<file path="config.mk">
export PLATFORM = sky130hd
export DESIGN_NAME = pipe_reg_em_hs
export DESIGN_NICKNAME = d
export VERILOG_FILES = /design/src/rtl/em_pkg.sv /design/src/rtl/pipe_reg_em_hs_sat_counter.sv /design/src/rtl/pipe_reg_em_hs.sv
export SDC_FILE = /design/constraint.sdc
export NUM_CORES = 1
export LEC_CHECK = 0
export BUFFER_PORTS_ARGS = -buffer_cell sky130_fd_sc_hd__buf_2
export CAP_MARGIN = 20
export CORE_UTILIZATION = 55
export DETAILED_ROUTE_END_ITERATION = 12
export PLACE_DENSITY = 0.8
export SLEW_MARGIN = 20
export SYNTH_ARGS = -nofsm -noshare
export SYNTH_HDL_FRONTEND = slang
export SYNTH_HIERARCHICAL = 1
export SYNTH_SLANG_ARGS = --single-unit
</file>
<file path="constraint.sdc">
create_clock -name clk -period 2.02 [get_ports clk]
set_input_delay 0.202 -clock clk [delete_from_list [all_inputs] [get_ports clk]]
set_output_delay 0.202 -clock clk [all_outputs]
set_load 0.05 [all_outputs]
</file>
<file path="src/rtl/em_pkg.sv">
// Shared types and constants for the execute-to-memory pipeline register.
// Control bits are packed MSB-first as {PCSrc, RegWrite, MemWrite, MemtoReg}.
package em_pkg;

  localparam int EM_CTRL_W = 4;

  localparam int CTRL_PCSRC    = 3;
  localparam int CTRL_REGWRITE = 2;
  localparam int CTRL_MEMWRITE = 1;
  localparam int CTRL_MEMTOREG = 0;

  typedef enum logic [1:0] {
    EMPTY,
    FULL,
    SKID
  } em_state_t;

endpackage

</file>
<file path="src/rtl/pipe_reg_em_hs_sat_counter.sv">
// Saturating up-counter used for the E/M stall and flush statistics.
module sat_counter #(
  parameter int W = 16
) (
  input  logic         clk,
  input  logic         rst_n,
  input  logic         inc,
  output logic [W-1:0] count
);

  always_ff @(posedge clk or negedge rst_n) begin
    if (!rst_n) begin
      count <= '0;
    end else if (inc && (count != {W{1'b1}})) begin
      count <= count + 1'b1;
    end
  end

endmodule

</file>
<file path="src/rtl/pipe_reg_em_hs.sv">
// E/M pipeline register with valid/ready handshake, one-entry skid buffer,
// synchronous flush and saturating stall/flush statistics.
module pipe_reg_em_hs
  import em_pkg::*;
#(
  parameter int DATA_W = 32,
  parameter int REG_W  = 3,
  parameter int CNT_W  = 16
) (
  input  logic              clk,
  input  logic              rst_n,
  input  logic              flush,
  input  logic              e_valid,
  output logic              e_ready,
  input  logic              PCSrcE,
  input  logic              RegWriteE,
  input  logic              MemWriteE,
  input  logic              MemtoRegE,
  input  logic [DATA_W-1:0] ALUResultE,
  input  logic [DATA_W-1:0] WriteDataE,
  input  logic [REG_W-1:0]  WA3E,
  output logic              m_valid,
  input  logic              m_ready,
  output logic              PCSrcM,
  output logic              RegWriteM,
  output logic              MemWriteM,
  output logic              MemtoRegM,
  output logic [DATA_W-1:0] ALUResultM,
  output logic [DATA_W-1:0] WriteDataM,
  output logic [REG_W-1:0]  WA3M,
  output logic [CNT_W-1:0]  stall_cnt,
  output logic [CNT_W-1:0]  flush_cnt
);

  typedef struct packed {
    logic [EM_CTRL_W-1:0] ctrl;
    logic [DATA_W-1:0]    alu;
    logic [DATA_W-1:0]    wdata;
    logic [REG_W-1:0]     wa3;
  } em_entry_t;

  em_state_t state_q, state_d;
  em_entry_t main_q, skid_q, in_entry;
  logic      load_main, main_from_skid, load_skid;
  logic      accept, consume;

  assign in_entry.ctrl  = {PCSrcE, RegWriteE, MemWriteE, MemtoRegE};
  assign in_entry.alu   = ALUResultE;
  assign in_entry.wdata = WriteDataE;
  assign in_entry.wa3   = WA3E;

  // Ready depends on registered state only, so no input reaches e_ready.
  assign e_ready = (state_q != SKID);
  assign m_valid = (state_q != EMPTY);
  assign accept  = e_valid & e_ready;
  assign consume = m_valid & m_ready;

  always_ff @(posedge clk or negedge rst_n) begin
    if (!rst_n) begin
      state_q <= EMPTY;
    end else begin
      state_q <= state_d;
    end
  end

  always_comb begin
    state_d        = state_q;
    load_main      = 1'b0;
    main_from_skid = 1'b0;
    load_skid      = 1'b0;
    if (flush) begin
      state_d = EMPTY;
    end else begin
      case (state_q)
        EMPTY: begin
          if (accept) begin
            state_d   = FULL;
            load_main = 1'b1;
          end
        end
        FULL: begin
          if (accept && consume) begin
            load_main = 1'b1;
          end else if (accept) begin
            state_d   = SKID;
            load_skid = 1'b1;
          end else if (consume) begin
            state_d = EMPTY;
          end
        end
        SKID: begin
          if (consume) begin
            state_d        = FULL;
            main_from_skid = 1'b1;
          end
        end
        default: state_d = EMPTY;
      endcase
    end
  end

  // Flush only drops validity; stale payload stays in the entries.
  always_ff @(posedge clk or negedge rst_n) begin
    if (!rst_n) begin
      main_q <= '0;
      skid_q <= '0;
    end else begin
      if (load_main) begin
        main_q <= in_entry;
      end else if (main_from_skid) begin
        main_q <= skid_q;
      end
      if (load_skid) begin
        skid_q <= in_entry;
      end
    end
  end

  assign PCSrcM     = main_q.ctrl[CTRL_PCSRC]    & m_valid;
  assign RegWriteM  = main_q.ctrl[CTRL_REGWRITE] & m_valid;
  assign MemWriteM  = main_q.ctrl[CTRL_MEMWRITE] & m_valid;
  assign MemtoRegM  = main_q.ctrl[CTRL_MEMTOREG];
  assign ALUResultM = main_q.alu;
  assign WriteDataM = main_q.wdata;
  assign WA3M       = main_q.wa3;

  sat_counter #(.W(CNT_W)) u_stall_cnt (
    .clk   (clk),
    .rst_n (rst_n),
    .inc   (m_valid & ~m_ready),
    .count (stall_cnt)
  );

  // Any non-EMPTY state holds at least one valid entry.
  sat_counter #(.W(CNT_W)) u_flush_cnt (
    .clk   (clk),
    .rst_n (rst_n),
    .inc   (flush & m_valid),
    .count (flush_cnt)
  );

endmodule

</file>
# Word-level counts from Yosys, hierarchy flattened
# Cells that the tools add are included.
[classes] mux=19 n_bitwise=8 n_reduce_logical=7 n_addsub=2 n_eq_ne=9
[ops] op="$mux 71" count=2
[ops] op="$add 16x1->16 const B" count=2
[ops] op="$ne 16x16->1 const B" count=2
[ops] op="$mux 2" count=6
[ops] op="$mux 1" count=9
[ops] op="$ne 3x3->1 const B" count=3
[ops] op="$and 1x1->1" count=7
[ops] op="$pmux 2 s3" count=1
[ops] op="$ne 4x4->1 const B" count=1
[ops] op="$reduce_and 4->1" count=1
[ops] op="$reduce_bool 2->1" count=2
[ops] op="$logic_and 1x1->1" count=3
[ops] op="$eq 2x1->1 const B" count=1
[ops] op="$eq 2x2->1 const B" count=1
[ops] op="$logic_not 2->1" count=1
[ops] op="$ne 2x2->1 const B" count=1
[ops] op="$pmux 1 s2" count=1
[ops] op="$not 1->1" count=1
[word_totals] ff_bits=176 output_inout_bits=105

# Logic depth before layout (Yosys ltp)
# Gate-level depths: netlist (run 1).
[logic_depth] ltp_word=7 mapped_depth=6 depth_no_buf=6

# By module
# The synthesis (run 1) kept the hierarchy.
[by_module_without_submodules] module="pipe_reg_em_hs" cells_each=471 area_per_inst_um2=7068.0 n_inst=1
[by_module_without_submodules] module="sat_counter" cells_each=72 area_per_inst_um2=859.6 n_inst=2

# Least setup slack after synthesis (run 1)
# OpenSTA, ideal clock, no wires.
[synth_timing] path_type="reg2reg" start="register u_flush_cnt.count[13]" end="register u_flush_cnt.count[1]" path_buffers=0 setup_ns=0.128 arrival_ns=1.688 slack_ns=0.204 path_stages_with_launch=5 synth_period_minus_slack_ns=1.816 cell_sequence="dfrtp_1 > and4_1 > nand3_4 > o31ai_4 > mux2_1"
[synth_between] elab_chain_len=2
[synth_lines] element="from (decl)" line="pipe_reg_em_hs_sat_counter.sv:8" text="output logic [W-1:0] count"
[synth_lines] element="from (signal assigned)" line="pipe_reg_em_hs_sat_counter.sv:15" text="count <= count + 1'b1;"
[synth_lines] element="$ne 16x16->1" line="pipe_reg_em_hs_sat_counter.sv:14" text="end else if (inc && (count != {W{1'b1}})) begin"
[synth_lines] element="$logic_and 1x1->1" line="pipe_reg_em_hs_sat_counter.sv:14"
# No other way between the ends.
# A chain may end at the register's enable or synchronous reset.

# Worst setup path in the final report (run 1)
[layout_timing] start="register state_q[1]" end="register main_q, in the netlist ALUResultM[23]"
[layout_between] elab_chain_len=7
[layout_lines] element="from (decl)" line="pipe_reg_em_hs.sv:42" text="em_state_t state_q, state_d;"
[layout_lines] element="from (signal assigned)" line="pipe_reg_em_hs.sv:62" text="state_q <= state_d;"
[layout_lines] element="$ne 2x2->1 / $reduce_bool 2->1 (equally long branches)" line="pipe_reg_em_hs.sv:53, pipe_reg_em_hs.sv:54"
[layout_lines] element="$and 1x1->1 (on tied branches)" line="pipe_reg_em_hs.sv:55, pipe_reg_em_hs.sv:56"
[layout_lines] element="$logic_and 1x1->1" line="pipe_reg_em_hs.sv:82" text="if (accept && consume) begin"
[layout_lines] element="$mux 1" line="pipe_reg_em_hs.sv:82"
[layout_lines] element="$pmux 1 s2" line="pipe_reg_em_hs.sv:74" text="case (state_q)"
[layout_lines] element="$mux 1" line="pipe_reg_em_hs.sv:71" text="if (flush) begin"
[layout_lines] element="$mux 71 / $reduce_bool 2->1 (equally long branches)"
[layout_lines] element="to (signal assigned)" line="pipe_reg_em_hs.sv:109" text="main_q <= in_entry;"
[layout_lines] element="to (signal assigned)" line="pipe_reg_em_hs.sv:111" text="main_q <= skid_q;"
[layout_lines] element="to (decl)" line="pipe_reg_em_hs.sv:43" text="em_entry_t main_q, skid_q, in_entry;"
# Parallel ways exist; a longest one is shown, timed or not.

==> flow_summary.html, run 1 <==
<table>
<tr><th>Metric</th><th>Value</th></tr>
<tr><th colspan="2">Outcome</th></tr>
<tr><td>Run status</td><td>completed</td></tr>
<tr><th colspan="2">Detailed routing</th></tr>
<tr><td>Routed via count</td><td>5,288</td></tr>
<tr><td>Number of search-and-repair iterations in the first detailed-routing pass</td><td>4</td></tr>
<tr><td>Drc violations</td><td>0</td></tr>
<tr><td>Post-Route WL</td><td>16,730 um</td></tr>
<tr><td>Via-per-instance ratio</td><td>5.457</td></tr>
<tr><td>Number of design-rule violations left by the first detailed-router iteration</td><td>244</td></tr>
<tr><td>Wire length per cell</td><td>17.26 um</td></tr>
<tr><td>Antenna-violating nets left</td><td>0</td></tr>
<tr><th colspan="2">Job</th></tr>
<tr><td>Max-cap violations</td><td>0</td></tr>
<tr><th colspan="2">Setup path</th></tr>
<tr><td>CP max FO</td><td>29</td></tr>
<tr><td>Required time at the worst-slack endpoint</td><td>2.34 ns</td></tr>
<tr><td>Worst reg2reg path depth</td><td>5</td></tr>
<tr><td>Worst Setup End Kind</td><td>flop</td></tr>
<tr><td>Type of the worst setup path</td><td>flop to flop</td></tr>
<tr><td>Arrival time of the worst setup path</td><td>2.19 ns</td></tr>
<tr><td>Sort of element at the start of the critical path</td><td>flop</td></tr>
<tr><th colspan="2">Clock network</th></tr>
<tr><td>Buffers from clock root to sink, at most</td><td>2</td></tr>
<tr><td>Number of sinks driven by the clock tree</td><td>176</td></tr>
<tr><td>Worst skew pair latency</td><td>0.43 ns</td></tr>
<tr><td>Clock Pin Slew Worst Setup and Hold Paths</td><td>0.07 ns</td></tr>
<tr><td>CTS tree</td><td>done</td></tr>
<tr><td>Total clock buffers created by CTS</td><td>17</td></tr>
<tr><td>Clock root buffer</td><td>clkbuf_16</td></tr>
<tr><td>Number of H-tree branching levels</td><td>4</td></tr>
<tr><td>Post-CTS repair timing setup buffer count</td><td>0</td></tr>
<tr><th colspan="2">Placed design</th></tr>
<tr><td>Pre-CTS setup slack</td><td>0.06796 ns</td></tr>
<tr><td>Routability cong.</td><td>0.8796</td></tr>
<tr><td>Port Buf Inserts</td><td>180</td></tr>
<tr><td>Detailed Place HPWL</td><td>11,960 um</td></tr>
<tr><th colspan="2">STA</th></tr>
<tr><td>Final critical-path required period</td><td>1.874 ns</td></tr>
<tr><td>Setup_tns</td><td>0 ns</td></tr>
<tr><td>Max-slew headroom at the worst pin</td><td>69.05%</td></tr>
<tr><td>Max Clock Skew</td><td>0.008484 ns</td></tr>
<tr><td>Worst hold-check slack</td><td>0.01621 ns</td></tr>
<tr><td>Final Hold Viols</td><td>0</td></tr>
<tr><td>Max Clk Rate</td><td>0.5337 GHz</td></tr>
<tr><td>Final count of pins violating max slew</td><td>0</td></tr>
<tr><td>Period utilisation layout</td><td>92.76%</td></tr>
<tr><td>Setup violations, final</td><td>0</td></tr>
<tr><td>RSZ-0062 raised after global routing</td><td>false</td></tr>
<tr><td>Slew at the pin closest to its max-slew limit</td><td>0.4643 ns</td></tr>
<tr><td>Final Worst Setup Slack</td><td>0.1462 ns</td></tr>
<tr><th colspan="2">Floorplan</th></tr>
<tr><td>Placement row count</td><td>45</td></tr>
<tr><td>Area of the die</td><td>16,490 um2</td></tr>
<tr><td>Die boundary width</td><td>128.4 um</td></tr>
<tr><td>Y dimension of the die</td><td>128.4 um</td></tr>
<tr><td>Number of ports placed on the die boundary</td><td>181</td></tr>
<tr><td>Core area</td><td>15,370 um2</td></tr>
<tr><td>Initial Utilization</td><td>57.17%</td></tr>
<tr><th colspan="2">Final layout</th></tr>
<tr><td>Area growth from synthesis to layout</td><td>15.79%</td></tr>
<tr><td>Share of post-route cells with drive strength above 1</td><td>59.45%</td></tr>
<tr><td>Register area</td><td>4404 um2</td></tr>
<tr><td>Most common cell after layout, fill and taps aside</td><td>buf_2</td></tr>
<tr><td>Number of fillers in the final layout</td><td>1,105</td></tr>
<tr><td>Nets</td><td>822</td></tr>
<tr><td>Top library cells by usage in the layout, fill and taps aside</td><td>179 x buf_2, 176 x dfrtp_1, 134 x mux2_2</td></tr>
<tr><td>Area of the multi-input gates</td><td>3739 um2</td></tr>
<tr><th colspan="2">Power and ir drop</th></tr>
<tr><td>Leak</td><td>0.005048 uW</td></tr>
<tr><td>Pwr/cell area</td><td>1365 nW/um2</td></tr>
<tr><td>Highest ir drop seen on vdd</td><td>0.0009817 V</td></tr>
<tr><td>Total Power Consumption</td><td>13,890 uW</td></tr>
<tr><th colspan="2">Worst hold path</th></tr>
<tr><td>WHS Path Cells</td><td>2</td></tr>
<tr><td>Tightest Hold Check Type</td><td>input pin to flop</td></tr>
<tr><th colspan="2">Synthesis</th></tr>
<tr><td>Post-Synth XOR/XNOR Area</td><td>1.395%</td></tr>
<tr><td>Adder-cell area share of the yosys netlist</td><td>0.2848%</td></tr>
<tr><td>Number of instances in the synthesized netlist</td><td>615</td></tr>
<tr><td>Multiplexer share of the synthesized area</td><td>30.43%</td></tr>
<tr><td>Sequential cell area fraction in the yosys report</td><td>50.12%</td></tr>
<tr><td>Cell area after technology mapping</td><td>8787 um2</td></tr>
<tr><td>Fraction of the mapped netlist area in simple logic gates</td><td>7.233%</td></tr>
<tr><td>Number of flops mapped to enable cells by yosys</td><td>0</td></tr>
<tr><td>Count of different cell masters after synthesis</td><td>42</td></tr>
<tr><td>Combinational family with the most area after synthesis</td><td>multiplexers</td></tr>
<tr><td>Yosys synthesis warning count</td><td>6</td></tr>
<tr><td>Synth Area in Compound Gates</td><td>2.976%</td></tr>
<tr><td>Fraction of registers with async set/reset</td><td>100.0%</td></tr>
<tr><td>Net count of the mapped netlist</td><td>693</td></tr>
<tr><td>Synth Area per Inst</td><td>14.29 um2</td></tr>
<tr><td>Dominant register cell in the synthesized netlist</td><td>dfrtp_1</td></tr>
<tr><td>Synth Register Bits</td><td>176</td></tr>
<tr><th colspan="2">Global route</th></tr>
<tr><td>Wire length of the first global-routing pass</td><td>27,410 um</td></tr>
<tr><td>Vias in the first global route</td><td>5,598</td></tr>
<tr><td>Initial antenna violation count</td><td>3</td></tr>
<tr><td>Global-route total usage across every layer</td><td>21.72%</td></tr>
<tr><td>Global route total overflow</td><td>0</td></tr>
<tr><td>Maximum number of pins on one net before global-route repair</td><td>51</td></tr>
</table>
cell families (layout without fill, tap and decap cells):
| kind of cell | Yosys count | count (layout) |
|---|---|---|
| XOR/XNOR | 14 | 14 |
| flip-flops | 176 | 176 |
| AO/OA/AOI/OAI | 35 | 35 |
| buffers and inverters | 91 | 233 |
| other | 0 | 1 |
| multiplexers | 215 | 215 |
| adder cells (fa/ha/maj) | 2 | 2 |
| AND/OR/NAND/NOR | 82 | 82 |
flip-flops by register name (all words and copies together) (netlist names):
name and flops:
ALUResultM 32, MemtoRegM 1, WA3M 3, WriteDataM 32, main_q 3, skid_q 71, state_q 2, u_flush_cnt/count 16
u_stall_cnt/count 16
repair_timing:
action                     CTS  global route
hold endpoints to repair    50             0
setup endpoints to repair    0            11
gates resized for setup      0             3
hold buffers                 6             0
power by group:
| group | leakage (uW) | total [uW] | switching [uW] | internal [uW] |
|---|---|---|---|---|
| logic | 0.00256 | 5170 | 3310 | 1860 |
| clock network | 0.000298 | 3440 | 1340 | 2100 |
| registers | 0.00219 | 5280 | 683 | 4590 |
per-layer routing:
metal	track usage [%]	up-vias	share of wire (%)
li1	-	2416	-
met1	26.12	2672	41
met2	36.18	164	50
met3	6.985	32	6.1
met4	8.858	4	1.9
met5	0	-	0.20
critical path, stage by stage, from the launching register on:
cell and delay (ns):
dfrtp_1 0.46, nor3b_4 0.33, nand2_4 0.11, buf_6 0.22, mux2_4 0.35, mux2_2 0.26
worst paths after layout:
| path | startpoint | end | slack (ns) |
|---|---|---|---|
| worst min register to register | skid_q[1] | skid_q[1] | 0.50 |
| worst max register to register | state_q[1] | ALUResultM[23] | 0.15 |
| worst max-delay path | state_q[1] | ALUResultM[23] | 0.15 |
| min in group asynchronous | rst_n | u_flush_cnt/count[9] | 0.28 |
| worst min-delay path | MemtoRegE | skid_q[67] | 0.02 |
| max in group asynchronous | rst_n | u_stall_cnt/count[9] | 1.09 |
cells in the mapped netlist, types with 6 or more instances:
cell	instances	area, um2
buf_6	7	78.83
a31oi_1	6	37.54
mux2_1	11	123.9
mux2_4	68	1021
dfrtp_1	176	4404
xnor2_1	10	87.58
buf_2	15	75.07
mux2_2	134	1509
nand2_1	9	33.78
a21oi_1	8	40.04
buf_4	67	503.0
nand4_1	16	100.1
o21a_1	10	75.07
nand3_1	11	55.05
nor2_1	9	33.78
cell type report:
cell class,instances,share of cell area [%]
Antenna cell,1,0.02459
Clock buffer,22,4.464
Clock inverter,10,1.574
Inverter,2,0.07378
Multi-Input combinational cell,348,36.74
Sequential cell,176,43.29
Tap cell,211,2.595
Timing Repair Buffer,199,11.24
metrics by stage:
step                area [um2]  instances  utilization, %
floorplan                 8787        615               -
global placement          9489        930           61.73
detailed placement        9489        930           61.73
CTS                      10160        968           66.12
global route             10170        969           66.19
finish                   10170        969           66.19
(Power assumes the default switching activity.)
==> run 2: changes to the inputs <==
==> constraint.sdc (replaced) <==
create_clock -name clk -period 2.02 [get_ports clk]
set_input_delay 0.303 -clock clk [delete_from_list [all_inputs] [get_ports clk]]
set_output_delay 0.303 -clock clk [all_outputs]
set_load 0.05 [all_outputs]
==> run 2 against run 1 <==
Setup slack got worse by 0.031 ns. Core utilization is 0.55 points lower. Total power fell by 2.5%. Clock-buffer cell count decreased by 3. Hold slack gained 0.081 ns. Sequential power about the same. Design area shrank 0.82%. Combinational power about the same. Global-route usage up 0.23 points. Fmax fell by 1.6%. Sequential cell count stayed put.
==> flow_summary.html, run 2 (synthesis gave the netlist of run 1 again) <==
<table>
<tr><th>Metric</th><th>Value</th></tr>
<tr><th colspan="2">Worst hold path</th></tr>
<tr><td>Tightest Hold Check Type</td><td>input pin to flop</td></tr>
<tr><td>Endpoint, Worst Hold</td><td>skid_q[70]</td></tr>
<tr><td>Startpoint of the most critical hold path</td><td>PCSrcE</td></tr>
<tr><td>WHS Path Cells</td><td>2 (unchanged)</td></tr>
<tr><th colspan="2">STA</th></tr>
<tr><td>Period utilisation layout</td><td>94.31% (+1.5 points)</td></tr>
<tr><td>Slew at the pin closest to its max-slew limit</td><td>0.4594 ns (-0.004881 ns)</td></tr>
<tr><td>Final critical-path required period</td><td>1.905 ns (+0.03121 ns)</td></tr>
<tr><td>Max Clk Rate</td><td>0.5249 GHz (-1.6%)</td></tr>
<tr><td>Worst hold-check slack</td><td>0.09711 ns (+0.08090 ns)</td></tr>
<tr><td>Final Hold Viols</td><td>0 (unchanged)</td></tr>
<tr><td>Setup violations, final</td><td>0 (unchanged)</td></tr>
<tr><td>Max-slew headroom at the worst pin</td><td>69.37% (+0.33 points)</td></tr>
<tr><td>Max Clock Skew</td><td>0.005956 ns (-0.002528 ns)</td></tr>
<tr><td>Setup_tns</td><td>0 ns (unchanged)</td></tr>
<tr><td>Final count of pins violating max slew</td><td>0 (unchanged)</td></tr>
<tr><td>RSZ-0062 raised after global routing</td><td>false</td></tr>
<tr><th colspan="2">Global route</th></tr>
<tr><td>Maximum number of pins on one net before global-route repair</td><td>60 (+18%)</td></tr>
<tr><td>Global route total overflow</td><td>0 (unchanged)</td></tr>
<tr><td>Global-route total usage across every layer</td><td>21.95% (+0.23 points)</td></tr>
<tr><td>Vias in the first global route</td><td>5,641 (+0.77%)</td></tr>
<tr><td>Wire length of the first global-routing pass</td><td>27,740 um (+1.2%)</td></tr>
<tr><td>Initial antenna violation count</td><td>0 (-3)</td></tr>
<tr><th colspan="2">Outcome</th></tr>
<tr><td>Run status</td><td>completed</td></tr>
<tr><th colspan="2">Placed design</th></tr>
<tr><td>Port Buf Inserts</td><td>180 (unchanged)</td></tr>
<tr><td>Routability cong.</td><td>0.9027 (+2.6%)</td></tr>
<tr><td>Total placed cells including tap cells</td><td>931 (+0.11%)</td></tr>
<tr><td>Detailed Place HPWL</td><td>11,930 um (-0.25%)</td></tr>
<tr><th colspan="2">Detailed routing</th></tr>
<tr><td>Antenna-violating nets left</td><td>0 (unchanged)</td></tr>
<tr><td>Routed via count</td><td>5,291 (+0.057%)</td></tr>
<tr><td>Wire length per cell</td><td>17.66 um (+2.3%)</td></tr>
<tr><td>Post-Route WL</td><td>17,040 um (+1.9%)</td></tr>
<tr><td>Number of design-rule violations left by the first detailed-router iteration</td><td>190 (-22%)</td></tr>
<tr><td>Via-per-instance ratio</td><td>5.483 (+0.47%)</td></tr>
<tr><td>Number of search-and-repair iterations in the first detailed-routing pass</td><td>4 (unchanged)</td></tr>
<tr><td>Drc violations</td><td>0 (unchanged)</td></tr>
<tr><th colspan="2">Setup path</th></tr>
<tr><td>Worst reg2reg path depth</td><td>5 (unchanged)</td></tr>
<tr><td>CP cell instances</td><td>nor2_1 -&gt; buf_4 -&gt; nor2b_1 -&gt; buf_2</td></tr>
<tr><td>Reg2Reg Launch Point</td><td>state_q[1]</td></tr>
<tr><td>Arrival time of the worst setup path</td><td>1.60 ns (-0.59 ns)</td></tr>
<tr><td>Worst Setup End Kind</td><td>output pin</td></tr>
<tr><td>Required time at the worst-slack endpoint</td><td>1.72 ns (-0.62 ns)</td></tr>
<tr><td>Sort of element at the start of the critical path</td><td>flop</td></tr>
<tr><td>Type of the worst setup path</td><td>flop to output pin</td></tr>
<tr><td>CP max FO</td><td>5 (-83%)</td></tr>
<tr><td>CP max-delay cell</td><td>dfrtp_1</td></tr>
<tr><td>Reg2reg setup slack</td><td>0.13 ns (-0.02 ns)</td></tr>
<tr><td>Stage delay of the slowest cell on the critical path</td><td>0.48 ns (+0.02 ns)</td></tr>
<tr><td>Worst flop-to-flop path endpoint</td><td>ALUResultM[17]</td></tr>
<tr><th colspan="2">Power and ir drop</th></tr>
<tr><td>Total Power Consumption</td><td>13,540 uW (-2.5%)</td></tr>
<tr><td>Leak</td><td>0.005005 uW (-0.85%)</td></tr>
<tr><td>Highest ir drop seen on vdd</td><td>0.0009087 V (-7.4%)</td></tr>
<tr><td>Pwr/cell area</td><td>1341 nW/um2 (-1.7%)</td></tr>
<tr><th colspan="2">Clock network</th></tr>
<tr><td>Number of sinks driven by the clock tree</td><td>176 (unchanged)</td></tr>
<tr><td>CTS tree</td><td>done</td></tr>
<tr><td>Clock Pin Slew Worst Setup and Hold Paths</td><td>0.06 ns (about the same)</td></tr>
<tr><td>Clock root buffer</td><td>clkbuf_16</td></tr>
<tr><td>CTS-repair resized insts</td><td>0 (unchanged)</td></tr>
<tr><td>Total clock buffers created by CTS</td><td>17 (unchanged)</td></tr>
<tr><td>Number of H-tree branching levels</td><td>4 (unchanged)</td></tr>
<tr><td>Worst skew pair latency</td><td>0.43 ns (about the same)</td></tr>
<tr><td>Buffers from clock root to sink, at most</td><td>2 (unchanged)</td></tr>
<tr><td>Post-CTS repair timing setup buffer count</td><td>0 (unchanged)</td></tr>
<tr><th colspan="2">Final layout</th></tr>
<tr><td>Area growth from synthesis to layout</td><td>14.84%</td></tr>
<tr><td>Top library cells by usage in the layout, fill and taps aside</td><td>179 x buf_2, 176 x dfrtp_1, 134 x mux2_2</td></tr>
<tr><td>Number of fillers in the final layout</td><td>1,137 (+2.9%)</td></tr>
<tr><td>Number of flip-flops in the largest register</td><td>71 (unchanged)</td></tr>
<tr><td>Nets</td><td>818 (-0.49%)</td></tr>
<tr><td>Share of post-route cells with drive strength above 1</td><td>60.03% (+0.58 points)</td></tr>
<tr><td>Register bank with the most flops</td><td>skid_q</td></tr>
<tr><td>Final design utilization</td><td>65.65% (-0.55 points)</td></tr>
<tr><td>Final Non-Filler Cells</td><td>965 (-0.41%)</td></tr>
<tr><td>Most common cell after layout, fill and taps aside</td><td>buf_2</td></tr>
<tr><th colspan="2">Floorplan</th></tr>
<tr><td>Number of ports placed on the die boundary</td><td>181 (unchanged)</td></tr>
<tr><td>Die boundary width</td><td>128.4 um (unchanged)</td></tr>
<tr><td>Y dimension of the die</td><td>128.4 um (unchanged)</td></tr>
<tr><td>Initial Utilization</td><td>57.17% (unchanged)</td></tr>
<tr><td>Core area</td><td>15,370 um2 (unchanged)</td></tr>
<tr><td>Area of the die</td><td>16,490 um2 (unchanged)</td></tr>
<tr><td>Placement row count</td><td>45 (unchanged)</td></tr>
<tr><th colspan="2">Job</th></tr>
<tr><td>Max-cap violations</td><td>0 (unchanged)</td></tr>
</table>
run 2: changes by cell type in the layout (fill, tap and decap cells not counted), moves of 2 or more:
cell,change
buf_12,+2
bufinv_16,-3
clkbuf_1,-3
clkinvlp_4,+4
dlygate4sd3_1,-5
inv_6,+2
run 2: how the worst max path moves through the flow:
stage	startpoint	endpoint	slack, ns	depth (start not counted)
after floorplan	u_flush_cnt/count[13]	u_flush_cnt/count[1]	0.20	4
after global placement	m_ready	ALUResultM[4]	0.21	6
after detailed placement	state_q[1]	u_stall_cnt/count[5]	0.14	6
after CTS	state_q[1]	PCSrcM	0.09	4
after global routing	state_q[1]	PCSrcM	0.01	4
final	state_q[1]	PCSrcM	0.11	4
run 2: cell type report:
| cell class | count | area, um2 | area share [%] |
|---|---|---|---|
| sequential | 176 | 4404 | 43.65 |
| clock buffer | 19 | 442.9 | 4.389 |
| tap | 211 | 264.0 | 2.616 |
| multi-input combinational | 348 | 3734 | 37.00 |
| antenna | 1 | 2.502 | 0.02480 |
| timing repair buffer | 195 | 1122 | 11.12 |
| inverter | 2 | 7.507 | 0.07440 |
| clock inverter | 13 | 113.9 | 1.128 |
run 2: through the flow:
stage                     setup WS [ns]  cell area (um2)
after floorplan                  0.2043             8787
after global placement           0.2132             9522
after detailed placement         0.1425             9522
after CTS                       0.08706            10090
after global routing            0.01421            10090
final                            0.1150            10090
run 2: power by group:
part | switching (uW) | internal [uW] | total (uW) | leakage (uW)
Combinational | 3320 | 1860 | 5180 | 0.00255
Sequential | 668 | 4590 | 5260 | 0.00219
Clock | 1370 | 1730 | 3100 | 0.000262
run 2: routing by layer:
| layer | vias to the layer above | wire length, um | GRT usage [%] |
|---|---|---|---|
| met4 | 0 | 222 | 8.097 |
| li1 | 2412 | - | - |
| met3 | 18 | 983 | 6.944 |
| met2 | 148 | 8855 | 38.03 |
| met1 | 2713 | 6980 | 25.57 |
| met5 | - | 0 | 0 |
run 2: critical path, delay by kind of cell (launching register included):
kind | cells | cell delay (ns)
flops | 1 | 0.48
simple gates | 2 | 0.23
buf+inv | 2 | 0.45
run 2: what timing repair did:
item / 4_1_cts / 5_1_grt
setup endpoints to repair: 0 / 0
hold buffers: 1 / 0
hold endpoints to repair: 41 / 0
==> run 3: changes to the inputs <==
==> constraint.sdc (replaced) <==
create_clock -name clk -period 2.02 [get_ports clk]
set_input_delay 0.101 -clock clk [delete_from_list [all_inputs] [get_ports clk]]
set_output_delay 0.101 -clock clk [all_outputs]
set_load 0.05 [all_outputs]
==> run 3 against run 2 <==
First-iteration DRC count up 30%. Register-to-register slack gained 0.02 ns. Critical path type is now flop to flop. Largest power group is now combinational cells. Via count increased by 5.7%. Fmax rose by 1.7%.
==> flow_summary.html, run 3 (synthesis gave the netlist of run 1 again) <==
<table>
<tr><th>Metric</th><th>Value</th></tr>
<tr><th colspan="2">STA</th></tr>
<tr><td>Setup violations, final</td><td>0 (unchanged)</td></tr>
<tr><td>Final count of pins violating max slew</td><td>0 (unchanged)</td></tr>
<tr><td>Final critical-path required period</td><td>1.874 ns (-0.03121 ns)</td></tr>
<tr><td>Max-slew headroom at the worst pin</td><td>72.62% (+3.2 points)</td></tr>
<tr><td>Slew at the pin closest to its max-slew limit</td><td>0.4107 ns (-0.04867 ns)</td></tr>
<tr><td>Max Clk Rate</td><td>0.5337 GHz (+1.7%)</td></tr>
<tr><td>Setup_tns</td><td>0 ns (unchanged)</td></tr>
<tr><td>Max Clock Skew</td><td>0.01371 ns (+0.007754 ns)</td></tr>
<tr><td>RSZ-0062 raised after global routing</td><td>false</td></tr>
<tr><td>Worst hold-check slack</td><td>0.1411 ns (+0.04400 ns)</td></tr>
<tr><td>Period utilisation layout</td><td>92.76% (-1.5 points)</td></tr>
<tr><td>Final Hold Viols</td><td>0 (unchanged)</td></tr>
<tr><th colspan="2">Final layout</th></tr>
<tr><td>Register area</td><td>4404 um2 (unchanged)</td></tr>
<tr><td>Top library cells by usage in the layout, fill and taps aside</td><td>179 x buf_2, 176 x dfrtp_1, 134 x mux2_2</td></tr>
<tr><td>Final Non-Filler Cells</td><td>1,035 (+7.3%)</td></tr>
<tr><td>Area growth from synthesis to layout</td><td>23.11%</td></tr>
<tr><td>Number of fillers in the final layout</td><td>1,034 (-9.1%)</td></tr>
<tr><td>Register bank with the most flops</td><td>skid_q</td></tr>
<tr><td>Diodes inserted</td><td>0 (-1)</td></tr>
<tr><td>Number of flip-flops in the largest register</td><td>71 (unchanged)</td></tr>
<tr><td>Share of post-route cells with drive strength above 1</td><td>54.49% (-5.5 points)</td></tr>
<tr><td>Final design utilization</td><td>70.38% (+4.7 points)</td></tr>
<tr><td>Most common cell after layout, fill and taps aside</td><td>buf_2</td></tr>
<tr><td>Nets</td><td>889 (+8.7%)</td></tr>
<tr><td>Area of the multi-input gates</td><td>3739 um2 (+0.13%)</td></tr>
<tr><th colspan="2">Detailed routing</th></tr>
<tr><td>Number of design-rule violations left by the first detailed-router iteration</td><td>247 (+30%)</td></tr>
<tr><td>Number of search-and-repair iterations in the first detailed-routing pass</td><td>4 (unchanged)</td></tr>
<tr><td>Via-per-instance ratio</td><td>5.404 (-1.4%)</td></tr>
<tr><td>Wire length per cell</td><td>18.04 um (+2.2%)</td></tr>
<tr><td>Routed via count</td><td>5,593 (+5.7%)</td></tr>
<tr><td>Post-Route WL</td><td>18,670 um (+9.6%)</td></tr>
<tr><td>Antenna-violating nets left</td><td>0 (unchanged)</td></tr>
<tr><td>Drc violations</td><td>0 (unchanged)</td></tr>
<tr><th colspan="2">Clock network</th></tr>
<tr><td>Worst skew pair latency</td><td>0.43 ns (about the same)</td></tr>
<tr><td>Clock Pin Slew Worst Setup and Hold Paths</td><td>0.06 ns (about the same)</td></tr>
<tr><td>Number of sinks driven by the clock tree</td><td>176 (unchanged)</td></tr>
<tr><td>Number of H-tree branching levels</td><td>4 (unchanged)</td></tr>
<tr><td>Clock root buffer</td><td>clkbuf_16</td></tr>
<tr><td>Buffers from clock root to sink, at most</td><td>2 (unchanged)</td></tr>
<tr><td>Post-CTS repair timing setup buffer count</td><td>0 (unchanged)</td></tr>
<tr><td>CTS tree</td><td>done</td></tr>
<tr><td>Total clock buffers created by CTS</td><td>17 (unchanged)</td></tr>
<tr><th colspan="2">Global route</th></tr>
<tr><td>Initial antenna violation count</td><td>0 (unchanged)</td></tr>
<tr><td>Global route total overflow</td><td>0 (unchanged)</td></tr>
<tr><td>Vias in the first global route</td><td>6,070 (+7.6%)</td></tr>
<tr><td>Global-route total usage across every layer</td><td>23.73% (+1.8 points)</td></tr>
<tr><td>Maximum number of pins on one net before global-route repair</td><td>51 (-15%)</td></tr>
<tr><td>Wire length of the first global-routing pass</td><td>30,220 um (+8.9%)</td></tr>
<tr><th colspan="2">Placed design</th></tr>
<tr><td>Total placed cells including tap cells</td><td>928 (-0.32%)</td></tr>
<tr><td>Detailed Place HPWL</td><td>11,890 um (-0.34%)</td></tr>
<tr><td>Port Buf Inserts</td><td>180 (unchanged)</td></tr>
<tr><td>Routability cong.</td><td>0.9164 (+1.5%)</td></tr>
<tr><th colspan="2">Power and ir drop</th></tr>
<tr><td>Pwr/cell area</td><td>1278 nW/um2 (-4.7%)</td></tr>
<tr><td>Total Power Consumption</td><td>13,820 uW (+2.1%)</td></tr>
<tr><td>Highest ir drop seen on vdd</td><td>0.0008982 V (-1.2%)</td></tr>
<tr><td>Leak</td><td>0.005312 uW (+6.1%)</td></tr>
<tr><th colspan="2">Setup path</th></tr>
<tr><td>Worst Setup End Kind</td><td>flop</td></tr>
<tr><td>Arrival time of the worst setup path</td><td>2.18 ns (+0.58 ns)</td></tr>
<tr><td>CP max FO</td><td>43 (+38)</td></tr>
<tr><td>Sort of element at the start of the critical path</td><td>flop</td></tr>
<tr><td>Type of the worst setup path</td><td>flop to flop</td></tr>
<tr><td>Reg2reg setup slack</td><td>0.15 ns (+0.02 ns)</td></tr>
<tr><td>Required time at the worst-slack endpoint</td><td>2.32 ns (+0.60 ns)</td></tr>
<tr><th colspan="2">Outcome</th></tr>
<tr><td>Run status</td><td>completed</td></tr>
<tr><th colspan="2">Floorplan</th></tr>
<tr><td>Number of ports placed on the die boundary</td><td>181 (unchanged)</td></tr>
<tr><td>Y dimension of the die</td><td>128.4 um (unchanged)</td></tr>
<tr><td>Initial Utilization</td><td>57.17% (unchanged)</td></tr>
<tr><td>Core area</td><td>15,370 um2 (unchanged)</td></tr>
<tr><td>Area of the die</td><td>16,490 um2 (unchanged)</td></tr>
<tr><td>Placement row count</td><td>45 (unchanged)</td></tr>
<tr><td>Die boundary width</td><td>128.4 um (unchanged)</td></tr>
<tr><th colspan="2">Worst hold path</th></tr>
<tr><td>Tightest Hold Check Type</td><td>input pin to flop</td></tr>
<tr><th colspan="2">Job</th></tr>
<tr><td>Max-cap violations</td><td>0 (unchanged)</td></tr>
</table>
## run 3: changes by cell type in the layout (fill, tap and decap cells not counted)
cell,change
inv_6,-2
buf_12,-1
clkinvlp_4,-2
diode_2,-1
nor2_2,+1
dlygate4sd3_1,+74
nor2b_2,+1
bufinv_16,+1
clkbuf_8,+1
clkbuf_1,+2
buf_4,-2
nor2b_1,-1
nor2_1,-1
## run 3: per-stage QoR
stage / instance area, um2 / setup slack [ns]
global route: 10820 / 0.05168
CTS: 10810 / 0.05948
global placement: 9487 / 0.2084
detailed placement: 9487 / 0.1024
floorplan: 8787 / 0.2043
finish: 10820 / 0.1462
## run 3: layout make-up
cell class / count / share of cell area (%)
clock buffer: 22 / 4.291
clock inverter: 10 / 1.029
inverter: 2 / 0.06940
multi-input combinational: 348 / 34.56
sequential: 176 / 40.71
tap: 211 / 2.440
timing repair buffer: 266 / 16.90
## run 3: what timing repair did
item	in CTS	in global routing
endpoints found under the hold margin	205	0
setup endpoints to repair	0	12
gates resized for setup	0	2
hold buffers	75	0
## run 3: layer usage
layer	global-route usage (%)	share of wire [%]	up-vias
met5	0	0	-
met4	8.166	1.6	0
met3	5.780	4.9	27
met2	43.75	54	180
met1	26.71	39	2843
li1	-	-	2543
## run 3: where the power goes
group | total (uW) | internal, uW | leakage [uW] | switching [uW]
Clock | 3210 | 1880 | 0.000276 | 1330
Sequential | 5300 | 4600 | 0.00219 | 703
Combinational | 5320 | 1950 | 0.00284 | 3370
Total | 13800 | 8430 | 0.00531 | 5400
## run 3: worst paths after layout
check	startpoint	endpoint	cells past startpoint
max in group asynchronous	rst_n	WriteDataM[27]	3
setup / recovery	state_q[1]	WriteDataM[31]	5
hold / removal	e_valid	state_q[0]	5
setup reg to reg	state_q[1]	WriteDataM[31]	5
min in group asynchronous	rst_n	u_flush_cnt/count[10]	2
hold reg to reg	WriteDataM[30]	WriteDataM[30]	1
## run 3: worst max-delay path, cell delays in order, from the launching register on
cell and delay [ns]:
dfrtp_1 0.46, nor3b_4 0.33, nand2_4 0.11, buf_12 0.22
mux2_4 0.34, mux2_2 0.27
